[config.mk]
export PLATFORM = sky130hd
export DESIGN_NAME = regfile_param
export DESIGN_NICKNAME = d
export VERILOG_FILES = /design/src/rtl/regfile_pkg.sv /design/src/rtl/regfile_read_port.sv /design/src/rtl/regfile_param.sv
export SDC_FILE = /design/constraint.sdc
export NUM_CORES = 2
export LEC_CHECK = 0
export CAP_MARGIN = 40
export CELL_PAD_IN_SITES_DETAIL_PLACEMENT = 0
export CELL_PAD_IN_SITES_GLOBAL_PLACEMENT = 1
export CORE_MARGIN = 4
export CORE_UTILIZATION = 48
export DETAILED_ROUTE_END_ITERATION = 8
export PLACE_DENSITY_LB_ADDON = 0.1
export SYNTH_ARGS = -nofsm -noshare
export SYNTH_HDL_FRONTEND = slang
export SYNTH_SLANG_ARGS = --single-unit
[constraint.sdc]
create_clock -name clk -period 2.8 [get_ports clk]
set_input_delay 0.56 -clock clk [delete_from_list [all_inputs] [get_ports clk]]
set_output_delay 0.56 -clock clk [all_outputs]
set_load 0.03 [all_outputs]
[src/rtl/regfile_pkg.sv]
// Shared types and defaults for the parametrised register file.
// Optional same-cycle write-to-read forwarding is enabled by defining REGFILE_BYPASS_EN.
package regfile_pkg;

  typedef enum logic [1:0] {
    IDLE  = 2'd0,
    CLEAR = 2'd1,
    DONE  = 2'd2
  } clear_state_t;

  localparam int DEFAULT_WIDTH = 64;
  localparam int DEFAULT_DEPTH = 32;
  localparam int DEFAULT_NREAD = 2;

  // Never narrower than one bit, even for the smallest legal array.
  function automatic int addr_w(input int depth);
    return (depth <= 2) ? 1 : $clog2(depth);
  endfunction

endpackage

[src/rtl/regfile_read_port.sv]
// One combinational read port: index mux, zero/out-of-range forcing and,
// when REGFILE_BYPASS_EN is defined, forwarding of the write accepted this cycle.
module regfile_read_port #(
  parameter int WIDTH    = 64,
  parameter int DEPTH    = 32,
  parameter int ZERO_REG = 31,
  parameter int ADDR_W   = 5
) (
  input  logic [DEPTH-1:0][WIDTH-1:0] regs,
  input  logic [ADDR_W-1:0]           readReg,
  input  logic                        writeEn,
  input  logic [ADDR_W-1:0]           writeReg,
  input  logic [WIDTH-1:0]            writeData,
  output logic [WIDTH-1:0]            readData
);

  localparam logic [ADDR_W-1:0] ZERO_IDX = ADDR_W'(ZERO_REG);

  logic readable;

  assign readable = (readReg != ZERO_IDX) && (32'(readReg) < DEPTH);

`ifdef REGFILE_BYPASS_EN
  // writeEn is already qualified (no zero reg, no clear in progress), so forwarding is safe.
  always_comb begin
    readData = '0;
    if (readable) begin
      if (writeEn && (writeReg == readReg)) readData = writeData;
      else                                  readData = regs[readReg];
    end
  end
`else
  logic unused_write_port;

  assign unused_write_port = ^{writeEn, writeReg, writeData};

  always_comb begin
    readData = '0;
    if (readable) readData = regs[readReg];
  end
`endif

endmodule

[src/rtl/regfile_param.sv]
// Parametrised multi-port register file with a hardwired-zero entry and a
// one-entry-per-cycle clear sequencer. Bypass option: REGFILE_BYPASS_EN.
module regfile_param
  import regfile_pkg::*;
#(
  parameter int  WIDTH    = DEFAULT_WIDTH,
  parameter int  DEPTH    = DEFAULT_DEPTH,
  parameter int  NREAD    = DEFAULT_NREAD,
  parameter int  ZERO_REG = DEPTH - 1,
  localparam int ADDR_W   = addr_w(DEPTH)
) (
  input  logic                         clk,
  input  logic                         reset,
  input  logic                         regWrite,
  input  logic [ADDR_W-1:0]            writeReg,
  input  logic [WIDTH-1:0]             writeData,
  input  logic [NREAD-1:0][ADDR_W-1:0] readReg,
  output logic [NREAD-1:0][WIDTH-1:0]  readData,
  input  logic                         clearReq,
  output logic                         clearBusy,
  output logic                         clearDone
);

  localparam logic [ADDR_W-1:0] ZERO_IDX = ADDR_W'(ZERO_REG);
  localparam logic [ADDR_W-1:0] LAST_IDX = ADDR_W'(DEPTH - 1);

  logic [DEPTH-1:0][WIDTH-1:0] regs;
  clear_state_t                state;
  logic [ADDR_W-1:0]           ptr;
  logic                        wr_accept;

  assign wr_accept = regWrite && (state != CLEAR) &&
                     (writeReg != ZERO_IDX) && (32'(writeReg) < DEPTH);

  // The clear sequencer owns the array while busy; ptr never leaves [0, DEPTH-1].
  always_ff @(posedge clk or negedge reset) begin
    if (!reset) begin
      regs <= '0;
    end else if (state == CLEAR) begin
      regs[ptr] <= '0;
    end else if (wr_accept) begin
      regs[writeReg] <= writeData;
    end
  end

  always_ff @(posedge clk or negedge reset) begin
    if (!reset) begin
      state <= IDLE;
      ptr   <= '0;
    end else begin
      case (state)
        IDLE: begin
          if (clearReq) begin
            state <= CLEAR;
            ptr   <= '0;
          end
        end
        CLEAR: begin
          if (ptr == LAST_IDX) begin
            state <= DONE;
            ptr   <= '0;
          end else begin
            ptr <= ptr + 1'b1;
          end
        end
        DONE:    state <= IDLE;
        default: state <= IDLE;
      endcase
    end
  end

  assign clearBusy = (state == CLEAR);
  assign clearDone = (state == DONE);

  for (genvar p = 0; p < NREAD; p++) begin : g_read
    regfile_read_port #(
      .WIDTH   (WIDTH),
      .DEPTH   (DEPTH),
      .ZERO_REG(ZERO_REG),
      .ADDR_W  (ADDR_W)
    ) u_read_port (
      .regs     (regs),
      .readReg  (readReg[p]),
      .writeEn  (wr_accept),
      .writeReg (writeReg),
      .writeData(writeData),
      .readData (readData[p])
    );
  end

endmodule
==> results.sh <==
export IMPL_outcome="finished with violations"
export IMPL_failed_checks="setup timing"
export IMPL_synth_largest_area_cell="sky130_fd_sc_hd__dfrtp_1"
export IMPL_grt_setup_unrepaired="yes"
export IMPL_pwr_density_cell_nw_per_um2=643
export IMPL_portBuffers=212
export IMPL_initial_core_util_pct=48.3
export IMPL_cap_viol_max_count=0
export IMPL_synth_top_family_by_area="compound AO/OA/AOI/OAI gates"
export IMPL_grt_pass1_vias=91881
export IMPL_fin_tns_setup_ns=-52.45
export IMPL_worst_skew_pair_late_latency_ns=0.89
export IMPL_yosysWarningCount=0
export IMPL_cts_buffer_count=225
export IMPL_yosys_most_used_dff="sky130_fd_sc_hd__dfrtp_1"
export IMPL_postSynthAreaPerCell_um2=13.2
export IMPL_sequential_share_of_the_synthesized_area_pct=48.3
export IMPL_slew_headroom_pct=37.2
export IMPL_period_needed_ns=3.42
export IMPL_gp_congestion=0.933
export IMPL_synth_adder_area_share_pct=0.0588
export IMPL_core_area_um2=220000
export IMPL_clkSinkCount=2055
export IMPL_worst_slew_pin_slew_ns=0.939
export IMPL_syn_instance_count=8082
export IMPL_timing_hold_worst_class="in -> async"
export IMPL_pre_cts_worst_setup_slack_ns=-0.790
export IMPL_synth_cell_type_count=54
export IMPL_hpwl_mm=314
export IMPL_max_clock_freq_mhz=293
export IMPL_timing_final_max_slew_violations=0
export IMPL_power_mw=88.6
export IMPL_design_die_area_um2=229000
export IMPL_cp_data_arrival_time_ns=2.86
export IMPL_area_growth_syn_to_layout_pct=29.5
export IMPL_tritoncts="done"
export IMPL_ys_async_sr_fraction_pct=100
export IMPL_worst_path_max_fanout=3
export IMPL_rows=172
export IMPL_clock_tree_root_cell="sky130_fd_sc_hd__clkbuf_16"
export IMPL_end_kind="output port"
export IMPL_static_leakage_power_nw=60.4
export IMPL_final_nets=8904
export IMPL_worst_skew_ns=0.0323
export IMPL_drt_pass1_iter_count=6
export IMPL_floorplan_die_height_um=479
export IMPL_drt_wirelength_per_cell_um=42.3
export IMPL_finalHoldViolations=0
export IMPL_drc=0
export IMPL_ant_nets=0
export IMPL_floorplan_die_width_um=479
export IMPL_synth_edf_count=0
export IMPL_htree_num_levels=4
export IMPL_synth_area_leaders="sky130_fd_sc_hd__dfrtp_1 48%, sky130_fd_sc_hd__a22o_1 16%, sky130_fd_sc_hd__mux4_2 16%"
export IMPL_synthMuxAreaShare_pct=21.1
export IMPL_synthSimpleGateAreaFrac_pct=3.45
export IMPL_drt_total_wl_mm=507
export IMPL_synth_compound_area_share_pct=22.1
export IMPL_routed_via_density=7.64
export IMPL_worst_ir_drop_vdd_mv=0.569
export IMPL_vias=91506
export IMPL_antenna_violations_before_repair=21
export IMPL_netlist_area_before_placement_um2=106000
export IMPL_fin_crit_sh_pct=122
export IMPL_track_usage_pct=43.5
export IMPL_grt_pass1_wl_mm=715
export IMPL_post_synth_xor_area_fraction_pct=0
export IMPL_layout_setup_ws_ns=-0.619
export IMPL_finalNonFillerCells=11974
export IMPL_timing_setup_critical_path_class="reg -> out"
export IMPL_drt_initial_drc_count=12925
export IMPL_worstSetupStartpointType="flip-flop"
export IMPL_synth_seq_cells=2055
export IMPL_io_pin_count=213
export IMPL_ctsLongestPathBuffers=3
export IMPL_yosysTopAreaCellShare_pct=48.3
export IMPL_synth_fp_nets=8170
export IMPL_grt_max_degree=112
export IMPL_setup_viol=128
export IMPL_finish_utilization_pct=62.6
export IMPL_place_detailed_instances=11246
export IMPL_timing_critical_path_required_ns=2.24
export IMPL_path_clk_slew_ns=0.07
export IMPL_grt_ovfl_total=0
export IMPL_post_route_cells_drive_above_1_share_pct=35.7
-- worst paths after layout --
path / depth (start not counted) / end / slack [ns] / startpoint
min: 2 / regs[1934] / 0.24 / reset
max reg2reg: 7 / regs[537] / 0.20 / state[1]
min in group clk: 3 / state[0] / 0.27 / clearReq
max: 6 / readData[113] / -0.62 / regs[497]
max in group asynchronous: 4 / regs[578] / 1.34 / reset
min reg2reg: 1 / regs[1408] / 0.51 / regs[1408]
-- area by class of cell --
type | count | area [um2]
fill | 16399 | 82400
multi-input combinational | 4741 | 54900
sequential | 2055 | 51400
timing repair buffer | 1594 | 19300
clock buffer | 343 | 6800
tap | 2958 | 3700
clock inverter | 63 | 779
inverter | 199 | 751
antenna | 21 | 52.6
-- cells in the mapped netlist (all sizes together), types with 2 or more instances --
| library cell | number |
|---|---|
| nand3b | 6 |
| o221ai | 94 |
| inv | 199 |
| nor2b | 143 |
| a22o | 1958 |
| nor3b | 2 |
| nand4 | 212 |
| a211oi | 151 |
| o21ai | 2 |
| mux4 | 744 |
| a21oi | 50 |
| or2 | 4 |
| a31oi | 5 |
| o311a | 17 |
| nand3 | 7 |
| or4 | 15 |
| and3 | 9 |
| buf | 301 |
| nor2 | 75 |
| o32a | 7 |
| a22oi | 41 |
| dfrtp | 2055 |
| nor3 | 67 |
| a211o | 3 |
| mux2 | 98 |
| and2 | 9 |
| o31ai | 193 |
| o22ai | 143 |
| a311oi | 15 |
| a2111oi | 102 |
| mux2i | 458 |
| ha | 5 |
| nor4 | 21 |
| or3b | 2 |
| clkbuf | 786 |
| nand2b | 10 |
| nand2 | 45 |
| o22a | 18 |
| nand4bb | 2 |
-- placed cells by master (no fill, tap or decap), types with 80 or more instances in the layout --
| cell type | netlist | final |
|---|---|---|
| sky130_fd_sc_hd__dfrtp_1 | 2055 | 2055 |
| sky130_fd_sc_hd__o31ai_1 | 193 | 193 |
| sky130_fd_sc_hd__buf_4 | 28 | 879 |
| sky130_fd_sc_hd__mux4_2 | 744 | 744 |
| sky130_fd_sc_hd__buf_6 | 1 | 111 |
| sky130_fd_sc_hd__nand4_1 | 212 | 212 |
| sky130_fd_sc_hd__buf_12 | 0 | 478 |
| sky130_fd_sc_hd__inv_1 | 198 | 197 |
| sky130_fd_sc_hd__mux2i_1 | 458 | 437 |
| sky130_fd_sc_hd__a22o_1 | 1958 | 1923 |
| sky130_fd_sc_hd__a2111oi_4 | 0 | 95 |
| sky130_fd_sc_hd__o221ai_1 | 94 | 80 |
| sky130_fd_sc_hd__o22ai_1 | 143 | 125 |
| sky130_fd_sc_hd__clkbuf_16 | 0 | 236 |
| sky130_fd_sc_hd__mux2_2 | 98 | 88 |
| sky130_fd_sc_hd__nor2b_1 | 143 | 135 |
-- power by group --
group	leakage, nW	internal (mW)	switching (mW)	total, mW
Sequential	28.3	33.0	2.81	35.9
Clock	3.76	18.2	13.0	31.2
Combinational	28.3	9.51	12.0	21.5
Total	60.4	60.7	27.9	88.6
-- metal layers --
| layer | part of all wire (%) | vias up | global-route usage [%] |
|---|---|---|---|
| li1 | - | 34211 | - |
| met1 | 36 | 47570 | 57.2 |
| met2 | 42 | 7658 | 62.0 |
| met3 | 14 | 2057 | 15.6 |
| met4 | 7.6 | 10 | 26.4 |
| met5 | 0.074 | - | 0 |
-- cell families (layout without fill, tap and decap cells) --
| group | after synthesis | count (layout) |
|---|---|---|
| AO/OA/AOI/OAI | 2802 | 2802 |
| adder cells (fa/ha/maj) | 5 | 5 |
| buffers and inverters | 1286 | 2199 |
| flip-flops | 2055 | 2055 |
| multiplexers | 1300 | 1300 |
| other | 0 | 21 |
| AND/OR/NAND/NOR | 634 | 634 |
-- flip-flops by register name, indices dropped and copies added, names as in the netlist --
name / flops
state: 2
regs: 2048
ptr: 5
-- per-stage QoR --
step | instance area [um2] | hold slack, ns
5_1_grt | 138000 | 0.245
3_5_place_dp | 126000 | 0.487
6_report | 138000 | 0.241
2_1_floorplan | 110000 | 0.264
3_3_place_gp | 125000 | 0.494
4_1_cts | 137000 | 0.208
-- timing repair --
action | in CTS | in global routing
resized for setup | 338 | 85
gates cloned | 10 | 3
setup buffers | 232 | 85
setup endpoints to repair | 130 | 129
pin swaps | 311 | 87
hold endpoints to repair | 147 | 0
hold buffers | 1 | 0
-- critical path, cell delays in order (launching register included) --
cell,delay [ns]
sky130_fd_sc_hd__dfrtp_1,0.40
sky130_fd_sc_hd__mux4_2,0.49
sky130_fd_sc_hd__mux2_4,0.29
sky130_fd_sc_hd__a2111oi_4,0.32
sky130_fd_sc_hd__buf_4,0.18
sky130_fd_sc_hd__a311oi_4,0.08
sky130_fd_sc_hd__buf_12,0.20
(Power assumes the default switching activity.)
